--- src/rtl/regfile_pkg.sv ---
// Shared types for the register-file write-back scheduler: source encoding and write-back request.
package regfile_pkg;

  localparam int AW = 5;
  localparam int DW = 32;

  typedef enum logic {
    SRC_EXU = 1'b0,
    SRC_LSU = 1'b1
  } src_e;

  typedef struct packed {
    logic [AW-1:0] rd;
    logic [DW-1:0] wdata;
  } wb_req_t;

endpackage

--- src/rtl/regfile_wb_sched_if.sv ---
// Decode/EXU/LSU-facing bus of the write-back scheduler, plus the RF write port it drives.
interface regfile_wb_sched_if #(
  parameter int ADDR_WIDTH = regfile_pkg::AW,
  parameter int DATA_WIDTH = regfile_pkg::DW
);

  logic                  issue_valid;
  logic [ADDR_WIDTH-1:0] issue_rd;
  logic                  issue_ready;
  logic [ADDR_WIDTH-1:0] rs1;
  logic [ADDR_WIDTH-1:0] rs2;
  logic                  hazard;
  logic                  exu_valid;
  logic [ADDR_WIDTH-1:0] exu_rd;
  logic [DATA_WIDTH-1:0] exu_wdata;
  logic                  exu_ready;
  logic                  lsu_valid;
  logic [ADDR_WIDTH-1:0] lsu_rd;
  logic [DATA_WIDTH-1:0] lsu_wdata;
  logic                  lsu_ready;
  logic                  rf_wen;
  logic [ADDR_WIDTH-1:0] rf_waddr;
  logic [DATA_WIDTH-1:0] rf_wdata;
  logic                  wb_err;

  modport master (
    output issue_valid, issue_rd, rs1, rs2,
    output exu_valid, exu_rd, exu_wdata,
    output lsu_valid, lsu_rd, lsu_wdata,
    input  issue_ready, hazard, exu_ready, lsu_ready,
    input  rf_wen, rf_waddr, rf_wdata, wb_err
  );

  modport slave (
    input  issue_valid, issue_rd, rs1, rs2,
    input  exu_valid, exu_rd, exu_wdata,
    input  lsu_valid, lsu_rd, lsu_wdata,
    output issue_ready, hazard, exu_ready, lsu_ready,
    output rf_wen, rf_waddr, rf_wdata, wb_err
  );

endinterface

--- src/rtl/regfile_wb_sched_rr_arb2.sv ---
// Two-way round-robin arbiter: bit 0 is EXU, bit 1 is LSU; the pointer moves only on contention.
module rr_arb2
  import regfile_pkg::*;
(
  input  logic       clk,
  input  logic       rst_n,
  input  logic [1:0] req,
  output logic [1:0] grant
);

  src_e ptr;

  always_comb begin
    grant = req;
    if (req == 2'b11) begin
      grant = (ptr == SRC_EXU) ? 2'b01 : 2'b10;
    end
  end

  always_ff @(posedge clk) begin
    if (!rst_n) begin
      ptr <= SRC_EXU;
    end else if (req == 2'b11) begin
      ptr <= (ptr == SRC_EXU) ? SRC_LSU : SRC_EXU;
    end
  end

endmodule

--- src/rtl/regfile_wb_sched.sv ---
// Write-back scheduler: shares the single RF write port between EXU and LSU and keeps
// a pending-destination scoreboard so decode can stall on RAW/WAW hazards.
module regfile_wb_sched
  import regfile_pkg::*;
#(
  parameter int ADDR_WIDTH = AW,
  parameter int DATA_WIDTH = DW
) (
  input logic               clk,
  input logic               rst_n,
  regfile_wb_sched_if.slave bus
);

  localparam int NREG = 2 ** ADDR_WIDTH;

  logic [NREG-1:0]       pending;
  logic [NREG-1:0]       pending_nxt;
  logic [1:0]            req;
  logic [1:0]            grant;
  logic                  win_valid;
  logic [ADDR_WIDTH-1:0] win_rd;
  logic [DATA_WIDTH-1:0] win_wdata;
  logic                  issue_fire;

  // Requests are masked during reset so no handshake completes while state is being cleared.
  assign req = rst_n ? {bus.lsu_valid, bus.exu_valid} : 2'b00;

  rr_arb2 u_arb (
    .clk   (clk),
    .rst_n (rst_n),
    .req   (req),
    .grant (grant)
  );

  assign bus.exu_ready = grant[0];
  assign bus.lsu_ready = grant[1];

  always_comb begin
    win_valid = |grant;
    win_rd    = grant[1] ? bus.lsu_rd    : bus.exu_rd;
    win_wdata = grant[1] ? bus.lsu_wdata : bus.exu_wdata;
  end

  assign bus.issue_ready = (bus.issue_rd == '0) || !pending[bus.issue_rd];
  assign issue_fire      = bus.issue_valid && bus.issue_ready;
  // pending[0] is held at zero, so x0 sources never report a hazard.
  assign bus.hazard      = pending[bus.rs1] || pending[bus.rs2];

  always_comb begin
    pending_nxt = pending;
    if (bus.rf_wen) begin
      pending_nxt[bus.rf_waddr] = 1'b0;
    end
    if (issue_fire && (bus.issue_rd != '0)) begin
      pending_nxt[bus.issue_rd] = 1'b1;
    end
    pending_nxt[0] = 1'b0;
  end

  always_ff @(posedge clk) begin
    if (!rst_n) begin
      pending      <= '0;
      bus.rf_wen   <= 1'b0;
      bus.rf_waddr <= '0;
      bus.rf_wdata <= '0;
      bus.wb_err   <= 1'b0;
    end else begin
      pending    <= pending_nxt;
      bus.rf_wen <= win_valid && (win_rd != '0);
      if (win_valid) begin
        bus.rf_waddr <= win_rd;
        bus.rf_wdata <= win_wdata;
      end
      // Writing back a register nobody is waiting for means a lost or duplicated write-back.
      if (win_valid && (win_rd != '0) && !pending[win_rd]) begin
        bus.wb_err <= 1'b1;
      end
    end
  end

endmodule

--- src/flat_wrapper.sv ---
// flat-port wrapper written by rule: the top's interface ports become plain ports
module regfile_wb_sched_flat import regfile_pkg::*;
#(
  parameter int ADDR_WIDTH = AW,
  parameter int DATA_WIDTH = DW
)
  (clk, rst_n, bus_issue_valid, bus_issue_rd, bus_rs1, bus_rs2, bus_exu_valid, bus_exu_rd, bus_exu_wdata, bus_lsu_valid, bus_lsu_rd, bus_lsu_wdata, bus_issue_ready, bus_hazard, bus_exu_ready, bus_lsu_ready, bus_rf_wen, bus_rf_waddr, bus_rf_wdata, bus_wb_err);
  regfile_wb_sched_if #(.ADDR_WIDTH(ADDR_WIDTH), .DATA_WIDTH(DATA_WIDTH)) bus_i ();
  input logic clk;
  input logic rst_n;
  input wire logic [$bits(bus_i.issue_valid)-1:0] bus_issue_valid;
  input wire logic [$bits(bus_i.issue_rd)-1:0] bus_issue_rd;
  input wire logic [$bits(bus_i.rs1)-1:0] bus_rs1;
  input wire logic [$bits(bus_i.rs2)-1:0] bus_rs2;
  input wire logic [$bits(bus_i.exu_valid)-1:0] bus_exu_valid;
  input wire logic [$bits(bus_i.exu_rd)-1:0] bus_exu_rd;
  input wire logic [$bits(bus_i.exu_wdata)-1:0] bus_exu_wdata;
  input wire logic [$bits(bus_i.lsu_valid)-1:0] bus_lsu_valid;
  input wire logic [$bits(bus_i.lsu_rd)-1:0] bus_lsu_rd;
  input wire logic [$bits(bus_i.lsu_wdata)-1:0] bus_lsu_wdata;
  output wire logic [$bits(bus_i.issue_ready)-1:0] bus_issue_ready;
  output wire logic [$bits(bus_i.hazard)-1:0] bus_hazard;
  output wire logic [$bits(bus_i.exu_ready)-1:0] bus_exu_ready;
  output wire logic [$bits(bus_i.lsu_ready)-1:0] bus_lsu_ready;
  output wire logic [$bits(bus_i.rf_wen)-1:0] bus_rf_wen;
  output wire logic [$bits(bus_i.rf_waddr)-1:0] bus_rf_waddr;
  output wire logic [$bits(bus_i.rf_wdata)-1:0] bus_rf_wdata;
  output wire logic [$bits(bus_i.wb_err)-1:0] bus_wb_err;
  assign bus_i.issue_valid = bus_issue_valid;
  assign bus_i.issue_rd = bus_issue_rd;
  assign bus_i.rs1 = bus_rs1;
  assign bus_i.rs2 = bus_rs2;
  assign bus_i.exu_valid = bus_exu_valid;
  assign bus_i.exu_rd = bus_exu_rd;
  assign bus_i.exu_wdata = bus_exu_wdata;
  assign bus_i.lsu_valid = bus_lsu_valid;
  assign bus_i.lsu_rd = bus_lsu_rd;
  assign bus_i.lsu_wdata = bus_lsu_wdata;
  assign bus_issue_ready = bus_i.issue_ready;
  assign bus_hazard = bus_i.hazard;
  assign bus_exu_ready = bus_i.exu_ready;
  assign bus_lsu_ready = bus_i.lsu_ready;
  assign bus_rf_wen = bus_i.rf_wen;
  assign bus_rf_waddr = bus_i.rf_waddr;
  assign bus_rf_wdata = bus_i.rf_wdata;
  assign bus_wb_err = bus_i.wb_err;
  regfile_wb_sched #(.ADDR_WIDTH(ADDR_WIDTH), .DATA_WIDTH(DATA_WIDTH)) u_core (.clk(clk), .rst_n(rst_n), .bus(bus_i));
endmodule
--- config.mk ---
export PLATFORM = sky130hd
export DESIGN_NAME = regfile_wb_sched_flat
export DESIGN_NICKNAME = d
export VERILOG_FILES = /design/src/rtl/regfile_pkg.sv /design/src/rtl/regfile_wb_sched_if.sv /design/src/rtl/regfile_wb_sched_rr_arb2.sv /design/src/rtl/regfile_wb_sched.sv /design/src/flat_wrapper.sv
export SDC_FILE = /design/constraint.sdc
export NUM_CORES = 1
export LEC_CHECK = 0
export CELL_PAD_IN_SITES_DETAIL_PLACEMENT = 1
export CELL_PAD_IN_SITES_GLOBAL_PLACEMENT = 2
export CORE_AREA = 2 2 130 132
export DETAILED_ROUTE_END_ITERATION = 6
export DIE_AREA = 0 0 132 134
export GPL_TIMING_DRIVEN = 0
export PLACE_DENSITY = 0.89
export RECOVER_POWER = 25
export SETUP_SLACK_MARGIN = 0.05
export SLEW_MARGIN = 40
export SYNTH_ARGS = -nofsm -noshare
export SYNTH_HDL_FRONTEND = slang
export SYNTH_SLANG_ARGS = --single-unit
--- constraint.sdc ---
create_clock -name clk -period 3.8 [get_ports clk]
set_clock_uncertainty 0.2 [all_clocks]
set_input_delay 0.76 -clock clk [delete_from_list [all_inputs] [get_ports clk]]
set_output_delay 0.76 -clock clk [all_outputs]
set_load 0.01 [all_outputs]
==> summary.md, run 1 <==
| Metric | Value |
|---|---|
| Vias per Instance | 5.46 |
| Cell taking the most area after synthesis | dfxtp_1 |
| Vias after detailed routing | 4,643 |
| Largest net degree at the start of global routing | 20 |
| Synth top cells by count | nand2_1 (101), dfxtp_1 (71), nor2_1 (51) |
| Post-synthesis cell area | 4300 um^2 |
| I/O pin cnt | 137 |
| Synth Flop Type | dfxtp_1 |
| Crit path DAT | 2.70 ns |
| Critical setup path kind | in -> out |
| Drt pass-1 iters | 5 |
| WL final | 17,300 um |
| Crit-path max cell delay | 0.53 ns |
| Nature of the critical path startpoint | primary input |
| Standard-cell rows | 47 |
| Avg WL per Cell | 20.4 um |
| Crit-path most repeated cell | mux4_2 |
| DR DRC count | 0 |
| Post-synthesis compound-gate area fraction | 23.8% |
| Logic pwr share | 20.9% |
| Syn Inst Count | 488 |
| R2R cell count | 9 |
| Vias in the first global route | 4,899 |
| Final min period | 3.66 ns |
| Routability congestion estimate | 0.862 |
| Lkg Pwr | 2.23 nW |
| Total GRT Usage | 19.4% |
| Post-DP HPWL | 13,400 um |
| Library cells used by synthesis | 43 |
| Antenna diode count | 0 |
| Worst ir drop on vdd | 0.206 mV |
| Core ar. | 16,300 um^2 |
| Endpoint, Worst Hold | u_core.bus.rf_wdata[12]$_SDFFE_PN0P_ |
| R2r setup slk | 1.13 ns |
| CP Data Required Time | 2.84 ns |
| Slew headroom | 57.4% |
| Status | finished, final reports clean |
| Clock transition at path regs | 0.06 ns |
| Port Buffers | 129 |
| Unrepaired setup endpoints after global routing | no |
| Min-Delay Path Depth | 2 |
| Mux cell area share after synthesis | 18.6% |
| Die width | 132 um |
| PD cells | 345 nW/um^2 |
| YS warnings | 0 |
| Synthesis-to-layout area growth | 43.9% |
| RR Startpoint | u_core.u_arb.ptr$_SDFFE_PN0P_ |
| Critical path capture point type | output port |
| CTS Buffer Depth | 2 |
| Chip Height | 134 um |
| Post-Synth Simple-Gate Area | 19.5% |
| F_max | 0.274 GHz |
| Fin cells | 851 |
| Cts bufs inserted | 9 |
| Family with the most delay on the worst path | multiplexers |
| Yosys top cell area share | 33.0% |
| Seq/Total Area, Yosys | 33.0% |
| Cell count after placement | 837 |
| Initial Util | 26.4% |
| Synth Area in XOR/XNOR | 0.204% |
| Final period util | 96.2% |
| Total gr overflow | 0 |
| Most frequent cell after synthesis | nand2_1 |
| Clock sink count | 71 |
| Post-DRT Antenna Nets | 0 |
| Clk_lat worst skew | 0.34 ns |
| Worst hold path startpoint | u_core.bus.rf_wdata[12]$_SDFFE_PN0P_ |
| DRT iter0 DRCs | 309 |
| Combinational family with the most area after synthesis | compound AO/OA/AOI/OAI gates |
| Fill cells | 1,893 |
| Worst min-delay path category | reg -> reg |
| Cell area after layout | 6190 um^2 |
| Clock power frac | 41.1% |
| Flop pwr share | 38.0% |
| Synthesized Nets | 582 |
| Mean Syn Cell Area | 8.82 um^2 |
| CTS tree | yes |
| Worst Max-Slew Pin Slew | 0.637 ns |
| First-pass GRT wire length | 27,300 um |
| Setup violators final | 0 |
| Initial antenna violation count | 0 |
| Placed Area | 5870 um^2 |
| Final hold violations | 0 |
| Share of layout cells above drive strength 1 | 11.7% |
| Total Power | 0.00213 W |
| Pint | 0.00153 W |
| Post-synthesis async set-or-reset flop share | 0% |
| Synth top area cells | dfxtp_1 (33%), mux4_2 (14%), nand2_1 (8.8%) |
| RR Endpoint | u_core.bus.wb_err$_SDFFE_PN0P_ |
| Crit-path cells | clkbuf_4, mux4_2, mux4_2, mux2i_1, nand2_1, clkdlybuf4s50_1 |
| P_sw | 0.000603 W |
| Critical path buffer and inverter count | 2 |
| H-tree Lvls | 3 |
| Slew Viols, Final | 0 |
| Yosys reg bits | 71 |
| Switching share of power | 28.3% |
| Critical Path Slowest Stage Cell | mux4_2 |
| Number of synthesized flops with an enable pin | 0 |
| Max_cap viols | 0 |
| Synth Area in Adders | 0% |
| CTS root buf | clkbuf_16 |
| Critical path peak fanout | 9 |
| Final #Nets | 720 |
| Die area | 17,700 um^2 |
==> registers in the layout (all words and copies together), names as in the netlist <==
| name | flops |
|---|---|
| u_core.u_arb.ptr | 1 |
| u_core.bus.rf_wen | 1 |
| u_core.bus.rf_waddr | 5 |
| u_core.bus.rf_wdata | 32 |
| u_core.bus.wb_err | 1 |
| u_core.pending | 31 |
==> worst register-to-register path, stage by stage, from the launching register on <==
cell and delay [ns]:
dfxtp_1 0.39, nand2b_1 0.31, nand2_2 0.11, buf_4 0.20, inv_2 0.08, buf_6 0.19, mux2i_1 0.49, a311oi_1 0.09
o311a_1 0.34, o41ai_2 0.18
==> cells in the final DEF (no fill, tap or decap), drive strengths merged, types with 2 or more instances in the layout <==
master	Yosys	routed
nand2	103	103
clkdlybuf4s50	0	96
dfxtp	71	71
nor2	51	51
clkbuf	34	42
a311oi	37	37
o211ai	32	32
o31ai	31	31
dlygate4sd3	0	28
mux4	26	26
mux2i	14	14
nand3	11	11
buf	7	8
o21ai	7	7
nand2b	7	7
inv	5	7
a211oi	6	6
nand3b	6	6
mux2	6	6
nor3	5	5
nor2b	5	5
a22oi	4	4
dlygate4sd2	0	3
nand4	2	2
or3b	2	2
o211a	2	2
and3	2	2
clkinvlp	0	2
==> final cells by class <==
type,instances,area (um^2),share of cell area [%]
Multi-Input combinational cell,371,2670,43.2
Timing Repair Buffer,129,1280,20.7
Buffer,39,211,3.42
Clock buffer,10,239,3.86
Inverter,5,18.8,0.303
Sequential cell,71,1420,23.0
Clock inverter,6,67.6,1.09
Tap cell,220,275,4.45
==> timing repair <==
item                                    CTS  global route
resized for setup                        17             8
hold buffers                              0             0
buffers inserted                          0             0
endpoints found under the setup margin    4             2
==> power groups by stage <==
stage	clock network [W]	logic, W	registers [W]
2_1_floorplan	0	0.000198	0.000836
4_1_cts	0.000886	0.000455	0.000812
3_3_place_gp	0	0.000443	0.000826
5_1_grt	0.000919	0.000483	0.000815
3_5_place_dp	0	0.000453	0.000827
6_report	0.000876	0.000447	0.000811
==> metrics by stage <==
step	hold slack, ns	TNS [ns]	utilization (%)	setup slack (ns)
2_1_floorplan	0.291	0	-	0.436
3_3_place_gp	0.283	-1.31	36.0	-0.588
3_5_place_dp	0.293	-1.49	36.0	-0.630
4_1_cts	0.301	0	38.0	0.00876
5_1_grt	0.329	0	38.0	0.0764
6_report	0.296	0	38.0	0.144
==> per-layer routing <==
metal / global-route usage, % / routed length (um)
met3: 2.83 / 992
met5: 0 / 0
met4: 8.27 / 467
met1: 24.2 / 7200
met2: 33.7 / 8680
==> cells by family (layout without fill, tap and decap cells) <==
logic type | Yosys count | after routing
buffers and inverters | 46 | 189
multiplexers | 46 | 46
AO/OA/AOI/OAI | 128 | 128
XOR/XNOR | 1 | 1
flip-flops | 71 | 71
AND/OR/NAND/NOR | 196 | 196
==> worst max path at each step <==
stage | from | to | slack [ns] | cells past startpoint
2_1_floorplan | bus_rs1[0] | bus_hazard | 0.44 | 5
3_3_place_gp | bus_issue_rd[1] | bus_issue_ready | -0.59 | 8
3_5_place_dp | bus_issue_rd[1] | bus_issue_ready | -0.63 | 8
4_1_cts | bus_issue_rd[0] | bus_issue_ready | 0.009 | 9
5_1_grt | bus_rs2[0] | bus_hazard | 0.08 | 6
6_report | bus_rs2[0] | bus_hazard | 0.14 | 6
No activity file was read; power rests on OpenSTA's default activity.
==> run 2, diff against run 1 <==
Settings changed: ABC_AREA set to 1, CORE_AREA 2 2 130 132 to 2 2 142 144, DIE_AREA 0 0 132 134 to 0 0 144 146, PLACE_DENSITY 0.89 to 0.88.
==> run 2 against run 1 <==
Compared with the run above: synthesized cell count increased by 51%; routed wire length up 17%; combinational power grew 16%; largest cell class unchanged; critical path depth rose by 4; count of clock-buffer cells in the layout decreased by 1; final area up 7.9%; final cell count grew 36%; largest power group unchanged; first-iteration DRC count is 25% higher; synthesized area grew 6.8%.
==> summary.md, run 2 <==
| Metric | Value |
|---|---|
| Status | finished, final reports clean |
| Slew Viols, Final | 0 (unchanged) |
| Final min period | 3.66 ns (+0.00819 ns) |
| Cts bufs inserted | 9 (unchanged) |
| CTS root buf | clkbuf_16 |
| Vias in the first global route | 5,716 (+17%) |
| Min-Delay Path Depth | 2 (unchanged) |
| Total gr overflow | 0 (unchanged) |
| Post-synthesis async set-or-reset flop share | 0% (unchanged) |
| Endpoint, Worst Hold | u_core.bus.wb_err$_SDFFE_PN0P_ |
| Nature of the critical path startpoint | primary input |
| Setup WS pre-CTS | -0.469 ns (+0.161 ns) |
| Post-DP HPWL | 15,600 um (+16%) |
| Critical setup path kind | in -> out |
| Synth top area cells | dfxtp_1 (31%), o21ai_0 (12%), nor2_1 (9.2%) |
| Antenna diode count | 0 (unchanged) |
| Crit-path cells | clkdlybuf4s50_1, inv_2, nor2_1, inv_1, buf_6, o22ai_1, o21ai_1, nand2_1, nor4_4, clkbuf_2 |
| Synth Flop Type | dfxtp_1 |
| Biggest registers after layout | u_core.bus.rf_wdata x32, u_core.pending x31, u_core.bus.rf_waddr x5 |
| Crit path DAT | 2.70 ns (about the same) |
| Clock transition at path regs | 0.06 ns (about the same) |
| Vias per Instance | 4.92 (-9.9%) |
| Synthesized Nets | 832 (+43%) |
| Post-DRT Antenna Nets | 0 (unchanged) |
| Initial antenna violation count | 0 (unchanged) |
| Core ar. | 19,300 um^2 (+19%) |
| RR Startpoint | u_core.u_arb.ptr$_SDFFE_PN0P_ |
| Worst Max-Slew Pin Slew | 0.622 ns (-0.0156 ns) |
| Seq/Total Area, Yosys | 30.9% (-2.1 points) |
| Worst hold path startpoint | u_core.bus.wb_err$_SDFFE_PN0P_ |
| Post-CTS Hold Buffers | 0 (unchanged) |
| Most frequent cells in the layout | nor2_1 (113), o21ai_0 (105), clkdlybuf4s50_1 (105) |
| Family with the most delay on the worst path | buffers and inverters |
| Yosys top cell area share | 30.9% (-2.1 points) |
| Post-synthesis cell area | 4600 um^2 (+6.8%) |
| Standard-cell rows | 51 (+8.5%) |
| CTS Buffer Depth | 2 (unchanged) |
| I/O pin cnt | 137 (unchanged) |
| F_max | 0.273 GHz (-0.22%) |
| WL final | 20,300 um (+17%) |
| Lkg Pwr | 2.74 nW (+23%) |
| Critical path capture point type | output port |
| Critical path buffer and inverter count | 5 (+3) |
| Critical Path Slowest Stage Cell | clkdlybuf4s50_1 |
| Setup violators final | 0 (unchanged) |
| Total Power | 0.00220 W (+3.0%) |
| Die width | 144 um (+9.1%) |
| Worst min-delay path category | reg -> reg |
| Final #Nets | 983 (+37%) |
| Clk_lat worst skew | 0.34 ns (about the same) |
| First-pass GRT wire length | 31,500 um (+15%) |
| PnR worst setup slack | 0.136 ns (-0.00819 ns) |
| Cell taking the most area after synthesis | dfxtp_1 |
| Avg WL per Cell | 17.5 um (-14%) |
| Library cells used by synthesis | 30 (-30%) |
| DR DRC count | 0 (unchanged) |
| Max reg flops | 32 (unchanged) |
| WHS | 0.250 ns (-0.0463 ns) |
| Share of layout cells above drive strength 1 | 7.16% (-4.6 points) |
| Number of synthesized flops with an enable pin | 0 (unchanged) |
| Port Buffers | 135 (+4.7%) |
| Critical path peak fanout | 10 (+1) |
| Most common cell after layout, fill and taps aside | nor2_1 |
| Vias after detailed routing | 5,700 (+23%) |
| R2R cell count | 14 (+5) |
| Clock sink count | 71 (unchanged) |
| H-tree Lvls | 3 (unchanged) |
| Core Util, Final | 34.5% (-3.5 points) |
| Worst ir drop on vdd | 0.207 mV (+0.55%) |
| Max_cap viols | 0 (unchanged) |
| CP Data Required Time | 2.84 ns (about the same) |
| Final hold violations | 0 (unchanged) |
| Syn Inst Count | 738 (+51%) |
| Slew headroom | 58.3% (+0.92 points) |
| Synth top cells by count | nor2_1 (113), o21ai_0 (108), inv_1 (99) |
| Total GRT Usage | 19.3% (-0.17 points) |
| Crit-path max cell delay | 0.50 ns (-0.03 ns) |
| Setup TNS | 0 ns (unchanged) |
| Unrepaired setup endpoints after global routing | yes |
| YS warnings | 0 (unchanged) |
| Drt pass-1 iters | 5 (unchanged) |
| CTS tree | yes |
| Largest net degree at the start of global routing | 14 (-30%) |
| Chip Height | 146 um (+9.0%) |
| Final period util | 96.4% (+0.22 points) |
| Reg with most FFs | u_core.bus.rf_wdata |
| Yosys reg bits | 71 (unchanged) |
| RR Endpoint | u_core.bus.wb_err$_SDFFE_PN0P_ |
| DRT iter0 DRCs | 386 (+25%) |
| Initial Util | 23.8% (-2.6 points) |
| Fill cells | 2,450 (+29%) |
| Mean Syn Cell Area | 6.23 um^2 (-29%) |
| Routability congestion estimate | 0.900 (+4.4%) |
| Synthesis-to-layout area growth | 45.3% |
| PD cells | 329 nW/um^2 (-4.5%) |
| Most frequent cell after synthesis | nor2_1 |
| R2r setup slk | 1.55 ns (+0.42 ns) |
| Die area | 21,000 um^2 (+19%) |
-- run 2: cell types whose count changed in the layout (fill, tap and decap cells not counted), moves of 26 or more --
cell and change:
inv_1 +95, nand3_1 +46, a21oi_1 +53, nor2_1 +62, mux4_2 -26, o31ai_1 -30
a311oi_1 -37, nand2_1 -32, o21ai_0 +98, nand4_1 +29
-- run 2: worst max-delay path by stage --
stage | start | end | slack [ns] | depth (start not counted)
floorplan | bus_issue_rd[0] | bus_issue_ready | 0.99 | 6
global placement | bus_issue_rd[0] | bus_issue_ready | -0.42 | 8
detailed placement | bus_issue_rd[0] | bus_issue_ready | -0.47 | 8
CTS | bus_issue_rd[0] | bus_issue_ready | 0.04 | 10
global route | bus_issue_rd[0] | bus_issue_ready | 0.03 | 10
finish | bus_issue_rd[0] | bus_issue_ready | 0.14 | 10
-- run 2: stage by stage --
| stage | cell area [um^2] | cells |
|---|---|---|
| floorplan | 4600 | 738 |
| global placement | 6280 | 1138 |
| detailed placement | 6280 | 1138 |
| CTS | 6640 | 1156 |
| global route | 6680 | 1159 |
| finish | 6680 | 1159 |
-- run 2: worst register-to-register path, cell delays in order (launching register included) --
cell and delay, ns:
dfxtp_1 0.41, inv_2 0.08, a21oi_4 0.24, buf_4 0.18
nand2_1 0.05, o21ai_1 0.33, nand3_1 0.14, nand2_1 0.10
nand2_1 0.05, nand2_1 0.06, inv_1 0.03, nand2_1 0.07
nand2_1 0.05, nand3_1 0.06, a21oi_1 0.06
-- run 2: cells by family after synthesis --
kind of cell | Yosys count | synth area share (%)
buffers and inverters | 149 | 13.1
AND/OR/NAND/NOR | 286 | 27.4
AO/OA/AOI/OAI | 232 | 28.6
flip-flops | 71 | 30.9
-- run 2: layout make-up --
| cell class | instances | area (um^2) | area share, % |
|---|---|---|---|
| clock buffers | 9 | 225 | 3.37 |
| clock inverters | 7 | 72.6 | 1.09 |
| plain buffers | 42 | 243 | 3.64 |
| multi-input cells | 518 | 2590 | 38.8 |
| well taps | 265 | 332 | 4.97 |
| repair buffers | 141 | 1390 | 20.9 |
| inverters | 106 | 399 | 5.98 |
| flip-flops and latches | 71 | 1420 | 21.3 |
-- run 2: timing repair --
action / CTS / global route
resized for setup: 17 / 16
pin swaps: 0 / 1
setup endpoints to repair: 2 / 3
buffers inserted: 2 / 4
-- run 2: per-layer routing --
layer,vias up,global-route usage [%],part of all wire [%]
met5,-,0,0
met4,0,5.83,2.0
met3,30,4.80,6.8
met2,180,31.4,46
met1,2677,24.9,45
li1,2813,-,-
-- run 2: where the power goes --
part,internal (W),leakage (nW),switching [W]
clock network,0.000509,0.142,0.000350
registers,0.000788,0.582,0.0000321
logic,0.000240,2.01,0.000278
==> run 3, diff against run 2 <==
Clock period 3.8 ns to 3.69 ns, I/O delays scaled along.
==> run 3 against run 2 <==
Compared with the run above: sequential share of layout area down 0.052 points; register-to-register slack got worse by 0.07 ns; die area stayed put; combinational power rose by 3%; sequential power grew 2.9%; via count is essentially flat; critical path type unchanged; critical endpoint is now bus_hazard.
==> summary.md, run 3 (synthesis results as in run 2) <==
| Metric | Value |
|---|---|
| Lkg Pwr | 2.75 nW (+0.63%) |
| Max reg flops | 32 (unchanged) |
| Die width | 144 um (unchanged) |
| Vias in the first global route | 5,729 (+0.23%) |
| Total GRT Usage | 19.3% (+0.054 points) |
| DRT iter0 DRCs | 430 (+11%) |
| Total gr overflow | 0 (unchanged) |
| Most common cell after layout, fill and taps aside | nor2_1 |
| Most frequent cells in the layout | nor2_1 (113), o21ai_0 (104), clkdlybuf4s50_1 (103) |
| CTS tree | yes |
| Status | finished, final reports clean |
| Critical setup path kind | in -> out |
| Reg with most FFs | u_core.bus.rf_wdata |
| Synthesis-to-layout area growth | 45.7% |
| Worst min-delay path category | reg -> reg |
| Pint | 0.00158 W (+3.0%) |
| H-tree Lvls | 3 (unchanged) |
| Nature of the critical path startpoint | primary input |
| Fill cells | 2,446 (-0.16%) |
| Biggest registers after layout | u_core.bus.rf_wdata x32, u_core.pending x31, u_core.bus.rf_waddr x5 |
| Setup WS pre-CTS | -0.535 ns (-0.0660 ns) |
| Post-DP HPWL | 15,600 um (unchanged) |
| Routability congestion estimate | 0.900 (unchanged) |
| Worst Max-Slew Pin Slew | 0.628 ns (+0.00681 ns) |
| CP Data Required Time | 2.75 ns (-0.09 ns) |
| PD cells | 338 nW/um^2 (+2.7%) |
| Final #Nets | 983 (unchanged) |
| Antenna diode count | 0 (unchanged) |
| Initial Util | 23.8% (unchanged) |
| Crit path DAT | 2.66 ns (-0.04 ns) |
| CTS Buffer Depth | 2 (unchanged) |
| Switching share of power | 30.0% (-0.050 points) |
| Logic pwr share | 23.6% (about the same) |
| Initial antenna violation count | 0 (unchanged) |
| Largest net degree at the start of global routing | 14 (unchanged) |
| Drt pass-1 iters | 5 (unchanged) |
| Final min period | 3.59 ns |
| Critical path capture point type | output port |
| Standard-cell rows | 51 (unchanged) |
| Clk_lat worst skew | 0.34 ns (about the same) |
| First-pass GRT wire length | 31,600 um (+0.22%) |
| Clock power frac | 39.0% (about the same) |
| Worst ir drop on vdd | 0.213 mV (+2.9%) |
| Flop pwr share | 37.3% (about the same) |
| Max_cap viols | 0 (unchanged) |
| Final period util | 97.4% |
| PnR worst setup slack | 0.0968 ns (-0.0390 ns) |
| Share of layout cells above drive strength 1 | 7.38% (+0.22 points) |
| Slew Viols, Final | 0 (unchanged) |
| Core ar. | 19,300 um^2 (unchanged) |
| Clock sink count | 71 (unchanged) |
| WL final | 20,300 um (-0.20%) |
| Post-DRT Antenna Nets | 0 (unchanged) |
| Cts bufs inserted | 9 (unchanged) |
| DR DRC count | 0 (unchanged) |
| Unrepaired setup endpoints after global routing | yes |
| Avg WL per Cell | 17.5 um (-0.20%) |
| Clock transition at path regs | 0.06 ns (about the same) |
| Setup TNS | 0 ns (unchanged) |
| Final hold violations | 0 (unchanged) |
| F_max | 0.278 GHz |
| Critical path peak fanout | 10 (unchanged) |
| Post-CTS Hold Buffers | 0 (unchanged) |
| Chip Height | 146 um (unchanged) |
| CTS root buf | clkbuf_16 |
| P_sw | 0.000679 W (+2.8%) |
| I/O pin cnt | 137 (unchanged) |
| Setup violators final | 0 (unchanged) |
| Port Buffers | 135 (unchanged) |
| WHS | 0.251 ns (+0.000984 ns) |
| Slew headroom | 57.8% (-0.46 points) |
| Vias after detailed routing | 5,703 (+0.053%) |
| Die area | 21,000 um^2 (unchanged) |
| Vias per Instance | 4.92 (about the same) |
[run 3: changes by cell type in the layout (fill, tap and decap cells not counted), moves of 2 or more]
cell,delta
buf_4,-2
clkbuf_2,-2
clkdlybuf4s50_1,-2
dlymetal6s2s_1,+2
nand2_1,-2
nand2_2,+2
[run 3: worst paths after layout]
| path | endpoint | startpoint | slack, ns | depth (start not counted) |
|---|---|---|---|---|
| hold reg to reg | u_core.bus.wb_err$_SDFFE_PN0P_ | u_core.bus.wb_err$_SDFFE_PN0P_ | 0.25 | 2 |
| setup reg to reg | u_core.bus.wb_err$_SDFFE_PN0P_ | u_core.u_arb.ptr$_SDFFE_PN0P_ | 1.48 | 14 |
| setup / recovery | bus_hazard | bus_rs2[1] | 0.1 | 9 |
| hold / removal | u_core.bus.wb_err$_SDFFE_PN0P_ | u_core.bus.wb_err$_SDFFE_PN0P_ | 0.25 | 2 |
[run 3: area by class of cell]
type                    instances  area (um^2)  area share [%]
plain buffers                  43          250            3.74
clock buffers                   9          225            3.36
clock inverters                 7         72.6            1.08
inverters                     106          399            5.96
multi-input cells             518         2600            38.8
flip-flops and latches         71         1420            21.2
well taps                     265          332            4.95
repair buffers                140         1400            20.9
[run 3: power groups by stage]
stage               Sequential (W)  Combinational [W]  Clock [W]
global route              0.000850           0.000592   0.000935
floorplan                 0.000871           0.000236          0
CTS                       0.000845           0.000544   0.000899
detailed placement        0.000860           0.000533          0
global placement          0.000860           0.000528          0
finish                    0.000844           0.000535   0.000883
[run 3: metrics by stage]
stage / cells / utilization [%] / area (um^2) / total power, W
finish: 1159 / 34.6 / 6690 / 0.00226
global route: 1159 / 34.6 / 6690 / 0.00238
CTS: 1157 / 34.4 / 6660 / 0.00229
detailed placement: 1138 / 32.5 / 6280 / 0.00139
global placement: 1138 / 32.5 / 6280 / 0.00139
floorplan: 738 / - / 4600 / 0.00111
[run 3: metal layers]
metal	vias to the layer above	GRT usage, %	share of wire [%]
met1	2691	25.1	45
li1	2811	-	-
met3	33	4.80	6.5
met5	-	0	0
met2	168	31.5	46
met4	0	5.83	2.0
[run 3: critical path, stage by stage]
cell and delay, ns:
clkdlybuf4s50_1 0.48, clkbuf_4 0.19, o21ai_0 0.08, o21ai_0 0.21, nor2_1 0.07, o22ai_1 0.17
o22ai_1 0.11, nand2_1 0.07, clkdlybuf4s50_1 0.52
[run 3: timing repair]
| action | CTS | global route |
|---|---|---|
| gates resized for setup | 23 | 12 |
| buffers inserted | 3 | 2 |
| pin swaps | 1 | 2 |
| hold endpoints to repair | 0 | 0 |
| setup endpoints to repair | 3 | 2 |
| gates cloned | 0 | 0 |
